**src/rtl/vend_pkg.sv**
```systemverilog
// Shared definitions for the vending dispenser controller: request codes,
// controller states and the code-to-actuator mapping.
package vend_pkg;

  typedef logic [1:0] req_code_t;

  localparam req_code_t REQ_A   = 2'd0;
  localparam req_code_t REQ_B   = 2'd1;
  localparam req_code_t REQ_C   = 2'd2;
  localparam req_code_t REQ_CHG = 2'd3;

  typedef enum logic [2:0] {
    ST_IDLE,
    ST_DRIVE,
    ST_WAIT,
    ST_DONE,
    ST_FAULT
  } state_t;

  // Bit order of the returned vector: {hopper, motor_c, motor_b, motor_a}
  function automatic logic [3:0] code_to_act(input req_code_t code);
    logic [3:0] act;
    act = 4'b0000;
    act[code] = 1'b1;
    return act;
  endfunction

endpackage

```
**src/rtl/vend_req_fifo.sv**
```systemverilog
// Small synchronous FIFO of 2-bit request codes. Pushes while full and pops
// while empty are ignored; dout shows the head entry whenever non-empty.
module vend_req_fifo
  import vend_pkg::*;
#(
  parameter int FIFO_DEPTH = 4
) (
  input  logic      clk,
  input  logic      reset,
  input  logic      push,
  input  req_code_t din,
  input  logic      pop,
  output req_code_t dout,
  output logic      full,
  output logic      empty
);

  localparam int AW = $clog2(FIFO_DEPTH);

  req_code_t      mem [FIFO_DEPTH];
  logic [AW:0]    wr_ptr;
  logic [AW:0]    rd_ptr;
  logic           do_push;
  logic           do_pop;

  // Pointers carry one extra wrap bit to tell full from empty
  assign empty   = (wr_ptr == rd_ptr);
  assign full    = (wr_ptr[AW] != rd_ptr[AW]) && (wr_ptr[AW-1:0] == rd_ptr[AW-1:0]);
  assign do_push = push & ~full;
  assign do_pop  = pop & ~empty;
  assign dout    = mem[rd_ptr[AW-1:0]];

  always_ff @(posedge clk) begin
    if (reset) begin
      wr_ptr <= '0;
      rd_ptr <= '0;
    end else begin
      if (do_push) begin
        mem[wr_ptr[AW-1:0]] <= din;
        wr_ptr              <= wr_ptr + 1'b1;
      end
      if (do_pop) begin
        rd_ptr <= rd_ptr + 1'b1;
      end
    end
  end

endmodule

```
**src/rtl/vend_dispenser_ctrl.sv**
```systemverilog
// Turns product/change request edges into timed actuator drives, confirms each
// delivery through the drop/coin sensors and flags a sticky fault on timeout.
module vend_dispenser_ctrl
  import vend_pkg::*;
#(
  parameter int MOTOR_CYC   = 8,
  parameter int TIMEOUT_CYC = 32,
  parameter int FIFO_DEPTH  = 4,
  parameter int CNT_W       = 8
) (
  input  logic             clk,
  input  logic             reset,
  input  logic             PrA,
  input  logic             PrB,
  input  logic             PrC,
  input  logic             change,
  input  logic             drop_sense,
  input  logic             coin_sense,
  input  logic             fault_clr,
  output logic             motor_a,
  output logic             motor_b,
  output logic             motor_c,
  output logic             hopper_en,
  output logic             busy,
  output logic             done,
  output logic             fault,
  output logic             overflow,
  output logic [CNT_W-1:0] dispensed_cnt
);

  localparam int TW = $clog2(TIMEOUT_CYC);
  localparam logic [TW-1:0] MOTOR_LAST   = TW'(MOTOR_CYC - 1);
  localparam logic [TW-1:0] TIMEOUT_LAST = TW'(TIMEOUT_CYC - 1);

  logic [3:0]    req_in, req_prev, edge_v, pending, req_v, sel_1h;
  req_code_t     sel_code;
  logic          push, pop, full, empty;
  req_code_t     fifo_dout;

  state_t        state, state_d;
  req_code_t     code_q, code_d;
  logic [TW-1:0] timer_q, timer_d;
  logic          sensed_q, sensed_d;
  logic          sense_match;
  logic [3:0]    act_q;

  assign req_in = {change, PrC, PrB, PrA};
  assign edge_v = req_in & ~req_prev;
  // A fresh edge may be enqueued in the same cycle it is detected
  assign req_v  = pending | edge_v;

  always_comb begin
    sel_1h   = 4'b0000;
    sel_code = REQ_A;
    if (req_v[0]) begin
      sel_1h   = 4'b0001;
      sel_code = REQ_A;
    end else if (req_v[1]) begin
      sel_1h   = 4'b0010;
      sel_code = REQ_B;
    end else if (req_v[2]) begin
      sel_1h   = 4'b0100;
      sel_code = REQ_C;
    end else if (req_v[3]) begin
      sel_1h   = 4'b1000;
      sel_code = REQ_CHG;
    end
  end

  assign push = (|req_v) & ~full;

  vend_req_fifo #(.FIFO_DEPTH(FIFO_DEPTH)) u_fifo (
    .clk   (clk),
    .reset (reset),
    .push  (push),
    .din   (sel_code),
    .pop   (pop),
    .dout  (fifo_dout),
    .full  (full),
    .empty (empty)
  );

  assign sense_match = (code_q == REQ_CHG) ? coin_sense : drop_sense;

  // timer_q counts cycles since the first DRIVE cycle of the current delivery
  always_comb begin
    state_d  = state;
    code_d   = code_q;
    timer_d  = timer_q;
    sensed_d = sensed_q;
    pop      = 1'b0;
    case (state)
      ST_IDLE: begin
        if (!empty) begin
          pop      = 1'b1;
          code_d   = fifo_dout;
          timer_d  = '0;
          sensed_d = 1'b0;
          state_d  = ST_DRIVE;
        end
      end
      ST_DRIVE: begin
        sensed_d = sensed_q | sense_match;
        timer_d  = timer_q + 1'b1;
        if (timer_q == MOTOR_LAST) begin
          state_d = sensed_d ? ST_DONE : ST_WAIT;
        end
      end
      ST_WAIT: begin
        timer_d = timer_q + 1'b1;
        if (sense_match) begin
          state_d = ST_DONE;
        end else if (timer_q == TIMEOUT_LAST) begin
          state_d = ST_FAULT;
        end
      end
      ST_DONE:  state_d = ST_IDLE;
      ST_FAULT: begin
        if (fault_clr) begin
          state_d = ST_IDLE;
        end
      end
      default:  state_d = ST_IDLE;
    endcase
  end

  always_ff @(posedge clk) begin
    if (reset) begin
      state         <= ST_IDLE;
      code_q        <= REQ_A;
      timer_q       <= '0;
      sensed_q      <= 1'b0;
      act_q         <= 4'b0000;
      req_prev      <= 4'b0000;
      pending       <= 4'b0000;
      overflow      <= 1'b0;
      dispensed_cnt <= '0;
    end else begin
      state    <= state_d;
      code_q   <= code_d;
      timer_q  <= timer_d;
      sensed_q <= sensed_d;
      act_q    <= (state_d == ST_DRIVE) ? code_to_act(code_d) : 4'b0000;
      req_prev <= req_in;
      pending  <= req_v & ~(push ? sel_1h : 4'b0000);
      // A second edge on a source that is still pending is lost
      if (|(edge_v & pending)) begin
        overflow <= 1'b1;
      end
      if (state_d == ST_DONE) begin
        dispensed_cnt <= dispensed_cnt + 1'b1;
      end
    end
  end

  assign motor_a   = act_q[0];
  assign motor_b   = act_q[1];
  assign motor_c   = act_q[2];
  assign hopper_en = act_q[3];
  assign done      = (state == ST_DONE);
  assign fault     = (state == ST_FAULT);
  assign busy      = (state != ST_IDLE) | ~empty | (|pending);

endmodule

```
**config.mk**
```make
export PLATFORM = sky130hd
export DESIGN_NAME = vend_dispenser_ctrl
export DESIGN_NICKNAME = d
export VERILOG_FILES = /design/src/rtl/vend_pkg.sv /design/src/rtl/vend_req_fifo.sv /design/src/rtl/vend_dispenser_ctrl.sv
export SDC_FILE = /design/constraint.sdc
export NUM_CORES = 1
export LEC_CHECK = 0
export BUFFER_PORTS_ARGS = -buffer_cell sky130_fd_sc_hd__clkbuf_2
export CAP_MARGIN = 20
export CORE_ASPECT_RATIO = 0.9
export CORE_MARGIN = 2
export CORE_UTILIZATION = 45
export CTS_CLUSTER_DIAMETER = 50
export DETAILED_ROUTE_END_ITERATION = 16
export PLACE_DENSITY = 0.67
export SLEW_MARGIN = 30
export SYNTH_ARGS = -nofsm -noshare
export SYNTH_HDL_FRONTEND = slang
export SYNTH_SLANG_ARGS = --single-unit
```
**constraint.sdc**
```tcl
create_clock -name clk -period 2.2 [get_ports clk]
set_input_delay 0.22 -clock clk [delete_from_list [all_inputs] [get_ports clk]]
set_output_delay 0.22 -clock clk [all_outputs]
set_load 0.02 [all_outputs]
```
[Yosys cells after proc, flatten, opt, wreduce, memory -nomap -nowiden]
Memories as Yosys holds them, arrays and structs flattened. A register that Yosys moved wholly into a read port is not among the register bits.
Index checks and enable logic that the tools add are counted.
Widths: inputs -> output; s select.
Word-level totals
  register bits: 38
  RAM bits: 8
  input bits: 9
  output and inout bits: 16
  logic and storage cells: 91
  memories kept: 1
Memory list
  u_fifo.mem: depth 4, width 2, read ports 1, clocked after Yosys merged registers in 1, write ports 1, RTL line vend_req_fifo.sv:20  | req_code_t mem [FIFO_DEPTH];
Cells by class
  $add $sub $neg: 4
  magnitude comparators: 2
  equality and inequality tests: 13
  muxes and demuxes: 32
  bitwise logic cells: 15
  reductions and logical operators: 13
Operators with widths (count)
  $mux 4: 5
  $mux 2: 8
  $mux 3: 5
  $and 4x4->4: 3
  $pmux 3 s4: 1
  $reduce_or 4->1: 3
  $pmux 5 s2: 1
  $eq 3x2->1 const B: 3
  $mux 1: 9
  $add 8x1->8 const B: 1
  $not 4->4: 2
  $add 3x1->3 const B: 2
  $eq 3x1->1 const B: 2
  $add 5x1->5 const B: 1
  $eq 5x3->1 const B: 1
  $eq 5x5->1 const B: 1
  $mux 5: 1
  $or 4x4->4: 1
  $reduce_and 2->1: 2
  $reduce_bool 2->1: 2
  $reduce_or 2->1: 2
  $and 1x1->1: 3
  $eq 3x3->1: 1
  $eq 3x3->1 const B: 1
  13 further kinds: 18

[Longest topological paths before layout]
Gate-level depths: netlist (run 1).
  depth after elaboration: 10
  gate-level depth with buffers: 8
  mapped depth without buffers: 8

[By module]
From an unflattened synthesis (run 1), not the netlist that was laid out.
Unflattened totals
  cells, all modules: 250
  area, all modules: 2399.8 sq um
By module, submodules not included
  vend_dispenser_ctrl: instances 1, cells each 169, area each 1529.0 sq um, seq. area each 640.6 sq um
  vend_req_fifo: instances 1, cells each 81, area each 870.8 sq um, seq. area each 400.4 sq um

[Worst setup path before layout (run 1)]
Ideal clock, no wire load.
  path type: register to register
  start point: register timer_q[0]
  end point: register dispensed_cnt[6]
  arrival: 1.908 ns
  required time: 2.079 ns
  slack: 0.171 ns
  cell stages (with the launch flop): 9
  buffers on the path: 1
  clock period less this slack: 2.029 ns
  cell sequence: dfxtp_1 -> ha_1 -> and3_1 -> ha_1 -> a31oi_1 -> a31oi_1 -> clkbuf_1 -> nor4_1 -> mux2_2
Between the ends
  longest elaborated chain between the ends: 5
Ends and longest elaborated chain
  from (decl): RTL line vend_dispenser_ctrl.sv:42  | logic [TW-1:0] timer_q, timer_d;
  from (signal assigned): RTL line vend_dispenser_ctrl.sv:141  | timer_q <= timer_d;
  $eq 5x5->1: RTL line vend_dispenser_ctrl.sv:113  | end else if (timer_q == TIMEOUT_LAST) begin
  $mux 3: RTL line vend_dispenser_ctrl.sv:113
  $mux 3: RTL line vend_dispenser_ctrl.sv:111  | if (sense_match) begin
  $pmux 3 s4 (*): RTL line vend_dispenser_ctrl.sv:92  | case (state)
  $eq 3x2->1 (*): RTL line vend_dispenser_ctrl.sv:150  | if (state_d == ST_DONE) begin
  to (signal assigned): RTL line vend_dispenser_ctrl.sv:151  | dispensed_cnt <= dispensed_cnt + 1'b1;
  to (decl): RTL line vend_dispenser_ctrl.sv:28  | output logic [CNT_W-1:0] dispensed_cnt
Mark *: on every way between the ends. The rest lies on a longest branch, timed or not.
A chain may end at the register's enable or synchronous reset.

[Final worst setup path (run 1)]
  start point: register timer_q[1]
  end point: register dispensed_cnt[5]
Same word-level chain as after synthesis.

==> flow_summary.ini, run 1 <==
[route]
ant_nets = 0
first_pass_iters = 4
vias_per_cell = 5.17
drt-total-wl_mm = 4.30
routed-via-count = 1644
drcViolationCount = 0
drtIter0Drc = 114
wire_per_inst_um = 13.5

[cells_and_area]
layout_common_cells = 38 x dfxtp_1, 24 x nor2_1, 24 x clkbuf_2
area_delta_synth_final_pct = 17.6
drive_gt1_frac = 0.261
seqCellArea_sq_um = 1040
multi_input_area_sq_um = 1120
n_antenna_cell = 0
final_common_cell = dfxtp_1
filler_cell_count = 422
nets = 269
utilization = 0.544

[cts]
clockBufferDepth = 2
cts_root_buf = clkbuf_8
cts.sinks = 48
h-tree-depth = 2
numCtsBuffers = 5
path_clk_slew_ns = 0.09
holdBufCountCts = 0
insertion_delay_ns = 0.30
cts_tree = done

[logic_synthesis]
synthFlopType = dfxtp_1
synth-seq-cells = 48
ys_types = 48
yosys.area_share.adder = 0.0454
synth_compound_area_frac = 0.117
synth-simple-area-share = 0.244
muxShareOfSynthArea = 0.0630
synthCells = 217
synth-edff-count = 8
synth_nets = 234
netlist_area_sq_um = 2210
avgSynthCellArea_sq_um = 10.2
yosysSeqAreaShare = 0.472
synth_top_family_by_area = simple AND/OR/NAND/NOR gates
yosys_warnings = 0
async_flop_share = 0
synth-xor-area-share = 0.0318

[worst_setup_path]
crit_chain = ha_2, and3_1, ha_2, a31oi_1, a31oi_2, buf_4, or4_1, a21oi_1
startpoint_type = flip-flop
r2r_cells = 8
worst_path_most_repeated_cell = ha_2
worst-path-stages = 8
cp.arrival_ns = 2.32
crit_path_end_kind = flip-flop
path_buf_inv = 1
required_ns = 2.44
critical_path_peak_fanout = 7
criticalPathCategory = reg2reg
cp_slowest_cell = or4_1
crit_family = simple AND/OR/NAND/NOR gates
max_stage_delay_ns = 0.49

[floorplan]
core_sq_um = 4770
fp-row-count = 24
start_util = 0.462
die_w_um = 77.8
design.die.area_sq_um = 5480
io_pins = 25
die_h_um = 70.4

[timing]
slew_viol_final = 0
finalSetupViolCount = 0
clock.fmax_mhz = 480
tightestPinTransition_ns = 0.634
post-route-min-period_ns = 2.09
finalSetupTns_ns = 0
clock_skew_ns = 0.00671
rsz0062_at_grt = false
max-slew-margin-rel = 0.573
finalCritPeriodShare = 0.948
hold_viol_final = 0

[global_routing]
grt_first_pass_wirelength_mm = 7.17
grt_usage = 0.170
grt_max_degree = 22
grt_pass1_vias = 1491
grt-ovfl-total = 0
antenna_found_initial = 0

[placed_design]
port_buffers = 24
dp_hpwl_mm = 3.14
gp_congestion = 0.748

[power]
p_leak_nw = 1.02
comb_power_share = 0.326
p_sw_w = 0.000883
power_density_nw_per_um2 = 1020
swShare = 0.334
peakVddDrop_mv = 0.678
power_frac_clock = 0.246
p_int_w = 0.00176
p_seq_frac = 0.428

[worst_hold_path]
hold_path_class = in2reg
hold_path_depth = 2

[outcome]
status = finished, final reports clean

[run]
drv_cap = 0
## cell usage after synthesis, types with 2 or more instances
master     n  area [sq um]
mux2i_1    6          60.1
and4_1     2          17.5
or4_1      5          37.5
a31oi_1    2          12.5
buf_2      2          10.0
ha_1       8           100
nor3b_1    5          37.5
a21oi_1   14          70.1
xnor2_1    5          43.8
inv_1      4          15.0
a211oi_1   3          22.5
nand2b_1   4          25.0
o21ai_0    2          10.0
clkbuf_1   6          22.5
o31ai_1    5          37.5
and2_1     6          37.5
edfxtp_1   8           240
nor3_1     7          35.0
mux2_2     3          33.8
a21bo_2    2          20.0
xor2_1     3          26.3
mux4_2     2          45.0
nand3_1    6          30.0
nand2_1    7          26.3
dfxtp_1   40           801
nand4_1    3          18.8
nor2b_1   13          81.3
nor2_1    24          90.1
## final timing paths
path | from | end | slack, ns
hold / removal | change | req_prev[3] | 0.13
setup / recovery | timer_q[1] | dispensed_cnt[5] | 0.11
setup reg to reg | timer_q[1] | dispensed_cnt[5] | 0.11
hold reg to reg | sensed_q | sensed_q | 0.50
## power by group through the flow
stage,clock [W],sequential [W],combinational (W)
2_1_floorplan,0,0.00115,0.000609
3_3_place_gp,0,0.00114,0.000842
3_5_place_dp,0,0.00115,0.000851
4_1_cts,0.000669,0.00113,0.000859
5_1_grt,0.000708,0.00115,0.000954
6_report,0.000650,0.00113,0.000862
## layout make-up
| cell class | instances | share of cell area |
|---|---|---|
| Sequential cell | 48 | 0.402 |
| Timing Repair Buffer | 37 | 0.0839 |
| Multi-Input combinational cell | 156 | 0.432 |
| Tap cell | 65 | 0.0313 |
| Clock buffer | 5 | 0.0265 |
| Inverter | 4 | 0.00579 |
| Clock inverter | 3 | 0.0183 |
## layer usage
| metal | part of all wire | global-route usage | up-vias |
|---|---|---|---|
| li1 | - | - | 851 |
| met1 | 0.53 | 0.249 | 764 |
| met3 | 0.031 | 0.0543 | 4 |
| met4 | 0.0086 | 0.0516 | 0 |
| met2 | 0.43 | 0.237 | 25 |
| met5 | 0 | 0 | - |
## sequential cells by signal (all words and copies together) (netlist names), named ones only
name	count
dispensed_cnt	8
u_fifo.mem	8
timer_q	5
act_q	4
pending	4
req_prev	4
state	3
u_fifo.rd_ptr	3
u_fifo.wr_ptr	3
code_q	2
overflow	1
sensed_q	1
## what timing repair did
item / CTS / global route
endpoints found under the setup margin: 0 / 3
buffers inserted: 0 / 2
gates resized for setup: 0 / 6
## kinds of logic (layout without fill, tap and decap cells)
logic type               Yosys count  after routing
buffers and inverters             13             49
XOR/XNOR                           8              8
multiplexers                      11             11
AO/OA/AOI/OAI                     35             35
flip-flops                        48             48
adder cells (fa/ha/maj)            8              8
AND/OR/NAND/NOR                   94             94
## through the flow
step                      std cells  area [sq um]  power, W  setup slack [ns]  hold slack (ns)
after floorplan                 217          2210   0.00176             0.171            0.348
after global placement          308          2450   0.00199             0.163            0.442
after detailed placement        308          2450   0.00200            0.0875            0.450
after CTS                       316          2560   0.00266            0.0801            0.127
after global routing            318          2590   0.00281            0.0157            0.139
final                           318          2590   0.00264             0.115            0.134
Power figures use the tool's default switching activity.
==> run 2: changes to the inputs <==
--- a/config.mk
+++ b/config.mk
@@ -9,10 +9,10 @@
 export CAP_MARGIN = 20
 export CORE_ASPECT_RATIO = 0.9
 export CORE_MARGIN = 2
-export CORE_UTILIZATION = 45
+export CORE_UTILIZATION = 35
 export CTS_CLUSTER_DIAMETER = 50
 export DETAILED_ROUTE_END_ITERATION = 16
-export PLACE_DENSITY = 0.67
+export PLACE_DENSITY = 0.55
 export SLEW_MARGIN = 30
 export SYNTH_ARGS = -nofsm -noshare
 export SYNTH_HDL_FRONTEND = slang
==> flow_summary.ini, run 2 (synthesized netlist as in run 1, its figures left out) <==
[route]
vias_per_cell = 4.95
routed-via-count = 1684
drt-total-wl_mm = 4.25
ant_nets = 0
drcViolationCount = 0
wire_per_inst_um = 12.5
first_pass_iters = 6
drtIter0Drc = 89

[cells_and_area]
fin_area_sq_um = 2590
fin_cells = 340
nets = 269
layout_common_cells = 40 x dfxtp_1, 24 x nor2_1, 24 x clkbuf_2
drive_gt1_frac = 0.237
final_common_cell = dfxtp_1
area_delta_synth_final_pct = 17.4
filler_cell_count = 614
n_antenna_cell = 0

[floorplan]
die_h_um = 79.3
design.die.area_sq_um = 6950
core_sq_um = 6110
start_util = 0.361
io_pins = 25
fp-row-count = 27
die_w_um = 87.7

[worst_setup_path]
required_ns = 2.43
critical_path_peak_fanout = 7
crit_path_end_kind = flip-flop
path_buf_inv = 1
crit_family = simple AND/OR/NAND/NOR gates
cp_slowest_cell = or4_1
crit_chain = ha_1, and3_1, ha_1, a31oi_1, a31oi_2, buf_4, or4_1, a21oi_2
max_stage_delay_ns = 0.53
criticalPathCategory = reg2reg
worst_path_most_repeated_cell = ha_1
cp.arrival_ns = 2.38
startpoint_type = flip-flop

[timing]
post-route-min-period_ns = 2.15
tightestPinTransition_ns = 0.544
hold_viol_final = 0
finalSetupViolCount = 0
finalCritPeriodShare = 0.976
slew_viol_final = 0
clock_skew_ns = 0.00515
max-slew-margin-rel = 0.637
clock.fmax_mhz = 466

[power]
power_w = 0.00249
peakVddDrop_mv = 0.393
power_density_nw_per_um2 = 963
p_leak_nw = 1.01

[global_routing]
antenna_found_initial = 0
grt_max_degree = 24
grt-ovfl-total = 0
grt_pass1_vias = 1487
grt_usage = 0.127
grt_first_pass_wirelength_mm = 6.97

[cts]
insertion_delay_ns = 0.30
cts_root_buf = clkbuf_8
h-tree-depth = 2
clockBufferDepth = 2
numCtsBuffers = 5
cts.sinks = 48
path_clk_slew_ns = 0.08
cts_tree = done

[placed_design]
port_buffers = 24
gp_congestion = 0.827
placed_cell_area_sq_um = 2480
dp_hpwl_mm = 3.21
dp_cells = 331

[worst_hold_path]
hold_path_class = in2reg

[run]
drv_cap = 0

[outcome]
status = finished, final reports clean
[run 2: what timing repair did]
item | CTS | global route
hold buffers | 0 | 0
resized for setup | 0 | 2
endpoints found under the setup margin | 0 | 2
buffers inserted | 0 | 1
[run 2: stage by stage]
step	hold slack [ns]	utilization	setup TNS, ns	setup WS [ns]
after floorplan	0.348	-	0	0.171
after global placement	0.442	0.406	0	0.170
after detailed placement	0.448	0.406	0	0.113
after CTS	0.136	0.421	0	0.0927
after global routing	0.147	0.423	-0.0108	-0.0108
final	0.141	0.423	0	0.0532
[run 2: where the power goes]
group | switching [W] | internal, W
Combinational | 0.000468 | 0.000369
Clock | 0.000275 | 0.000257
Sequential | 0.0000942 | 0.00103
[run 2: worst paths after layout]
kind                      end  cells after the start        from  slack [ns]
max          dispensed_cnt[7]                      8  timer_q[0]        0.05
min               req_prev[3]                      2      change        0.14
max reg2reg  dispensed_cnt[7]                      8  timer_q[0]        0.05
min reg2reg          sensed_q                      2    sensed_q        0.51
[run 2: final cells by class]
type	count	area [sq um]	area share
repair buffers	37	218	0.0841
flip-flops and latches	48	1040	0.402
clock buffers	8	90.1	0.0348
multi-input cells	156	1120	0.431
well taps	87	109	0.0420
inverters	4	15.0	0.00580
[run 2: metal layers]
metal | share of wire | GRT usage | vias up
met5 | 0 | 0 | -
met4 | 0.012 | 0.0415 | 0
met1 | 0.53 | 0.188 | 785
met3 | 0.035 | 0.0301 | 7
met2 | 0.42 | 0.181 | 34
li1 | - | - | 858
==> run 3: changes to the inputs <==
--- a/config.mk
+++ b/config.mk
@@ -7,7 +7,6 @@
 export LEC_CHECK = 0
 export BUFFER_PORTS_ARGS = -buffer_cell sky130_fd_sc_hd__clkbuf_2
 export CAP_MARGIN = 20
-export CORE_ASPECT_RATIO = 0.9
 export CORE_MARGIN = 2
 export CORE_UTILIZATION = 35
 export CTS_CLUSTER_DIAMETER = 50
==> flow_summary.ini, run 3 (synthesized netlist as in run 1, its figures left out) <==
[outcome]
status = finished, final reports clean

[timing]
clock_skew_ns = 0.00570
clock.fmax_mhz = 483
hold_viol_final = 0
finalCritPeriodShare = 0.941
finalWorstSetupSlack_ns = 0.129
slew_viol_final = 0
tightestPinTransition_ns = 0.550
rsz0062_at_grt = false
post-route-min-period_ns = 2.07
max-slew-margin-rel = 0.632
finalSetupViolCount = 0

[run]
drv_cap = 0

[route]
vias_per_cell = 5.13
routed-via-count = 1656
wire_per_inst_um = 13.2
drtIter0Drc = 59
drt-total-wl_mm = 4.25
ant_nets = 0
drcViolationCount = 0
first_pass_iters = 4

[power]
power_w = 0.00247
p_leak_nw = 0.978
power_density_nw_per_um2 = 974
peakVddDrop_mv = 0.415

[cts]
cts_tree = done
cts.sinks = 48
holdBufCountCts = 0
insertion_delay_ns = 0.30
path_clk_slew_ns = 0.09
clockBufferDepth = 2
h-tree-depth = 2
cts_root_buf = clkbuf_8
post-cts-setup-buffers = 0
numCtsBuffers = 5

[cells_and_area]
nets = 264
fin_cells = 323
drive_gt1_frac = 0.230
fin_area_sq_um = 2540
utilization = 0.424
area_delta_synth_final_pct = 15.0
n_antenna_cell = 0
layout_common_cells = 40 x dfxtp_1, 24 x nor2_1, 24 x clkbuf_2
final_common_cell = dfxtp_1

[worst_setup_path]
required_ns = 2.39
critical_path_peak_fanout = 12
startpoint_type = flip-flop
worstSetupStartpoint = timer_q[0]
cp.arrival_ns = 2.27
r2r_start = timer_q[0]
criticalPathCategory = reg2reg
crit_path_end_kind = flip-flop

[placed_design]
placed_cell_area_sq_um = 2440
post-place-ws_ns = -0.0837
dp_cells = 315
dp_hpwl_mm = 3.13
port_buffers = 24
gp_congestion = 0.788

[floorplan]
die_w_um = 83.4
core_sq_um = 5990
start_util = 0.368
io_pins = 25
design.die.area_sq_um = 6950
fp-row-count = 28
die_h_um = 83.4

[global_routing]
grt_first_pass_wirelength_mm = 7.40
use_met3 = 0.0278
antenna_found_initial = 0
grt_max_degree = 25
grt-ovfl-total = 0
met2_usage = 0.204
busiest_layer = met2
use_met1 = 0.172
grt_pass1_vias = 1615
grt_usage = 0.128

[worst_hold_path]
hold_path_class = in2reg
worstHoldStart = PrB
-- run 3: cell types whose count changed in the layout (fill, tap and decap cells not counted) --
cell,delta
a21oi_2,-1
clkinvlp_4,+2
buf_4,-5
ha_1,-1
ha_2,+1
a21oi_1,+1
clkinv_4,+1
clkbuf_1,-2
clkbuf_8,-1
-- run 3: where the power goes --
part           switching, W  internal, W
clock network      0.000307     0.000225
registers         0.0000915      0.00103
logic              0.000470     0.000346
-- run 3: routing by layer --
| layer | wire length, um | part of all wire | vias to the layer above |
|---|---|---|---|
| met5 | 0 | 0 | - |
| met4 | 41 | 0.0096 | 0 |
| met3 | 163 | 0.038 | 2 |
| met2 | 1820 | 0.43 | 35 |
| met1 | 2230 | 0.52 | 774 |
| li1 | - | - | 845 |
-- run 3: cell type report --
class | instances | area, sq um
flip-flops and latches | 48 | 1040
clock inverters | 3 | 23.8
fillers | 575 | 3450
inverters | 4 | 15.0
repair buffers | 32 | 180
clock buffers | 5 | 68.8
multi-input cells | 156 | 1110
well taps | 75 | 93.8
-- run 3: metrics by stage --
stage	hold slack, ns	TNS, ns
floorplan	0.348	0
global placement	0.444	0
detailed placement	0.449	-0.135
CTS	0.137	0
global route	0.145	0
finish	0.140	0
-- run 3: timing repair --
item	in CTS	in global routing
setup endpoints to repair	3	2
pin swaps	0	1
gates resized for setup	1	1
-- run 3: final timing paths --
path | cells past startpoint | endpoint | slack, ns
worst max-delay path | 7 | dispensed_cnt[6] | 0.13
worst min register to register | 2 | dispensed_cnt[7] | 0.50
worst min-delay path | 2 | req_prev[1] | 0.14
worst max register to register | 7 | dispensed_cnt[6] | 0.13
-- run 3: critical path, stage by stage (launching register included) --
cell     delay (ns)
dfxtp_1        0.34
ha_2           0.20
and3_1         0.18
ha_1           0.19
a31oi_1        0.17
a31oi_2        0.14
nor4_1         0.37
mux2_2         0.37
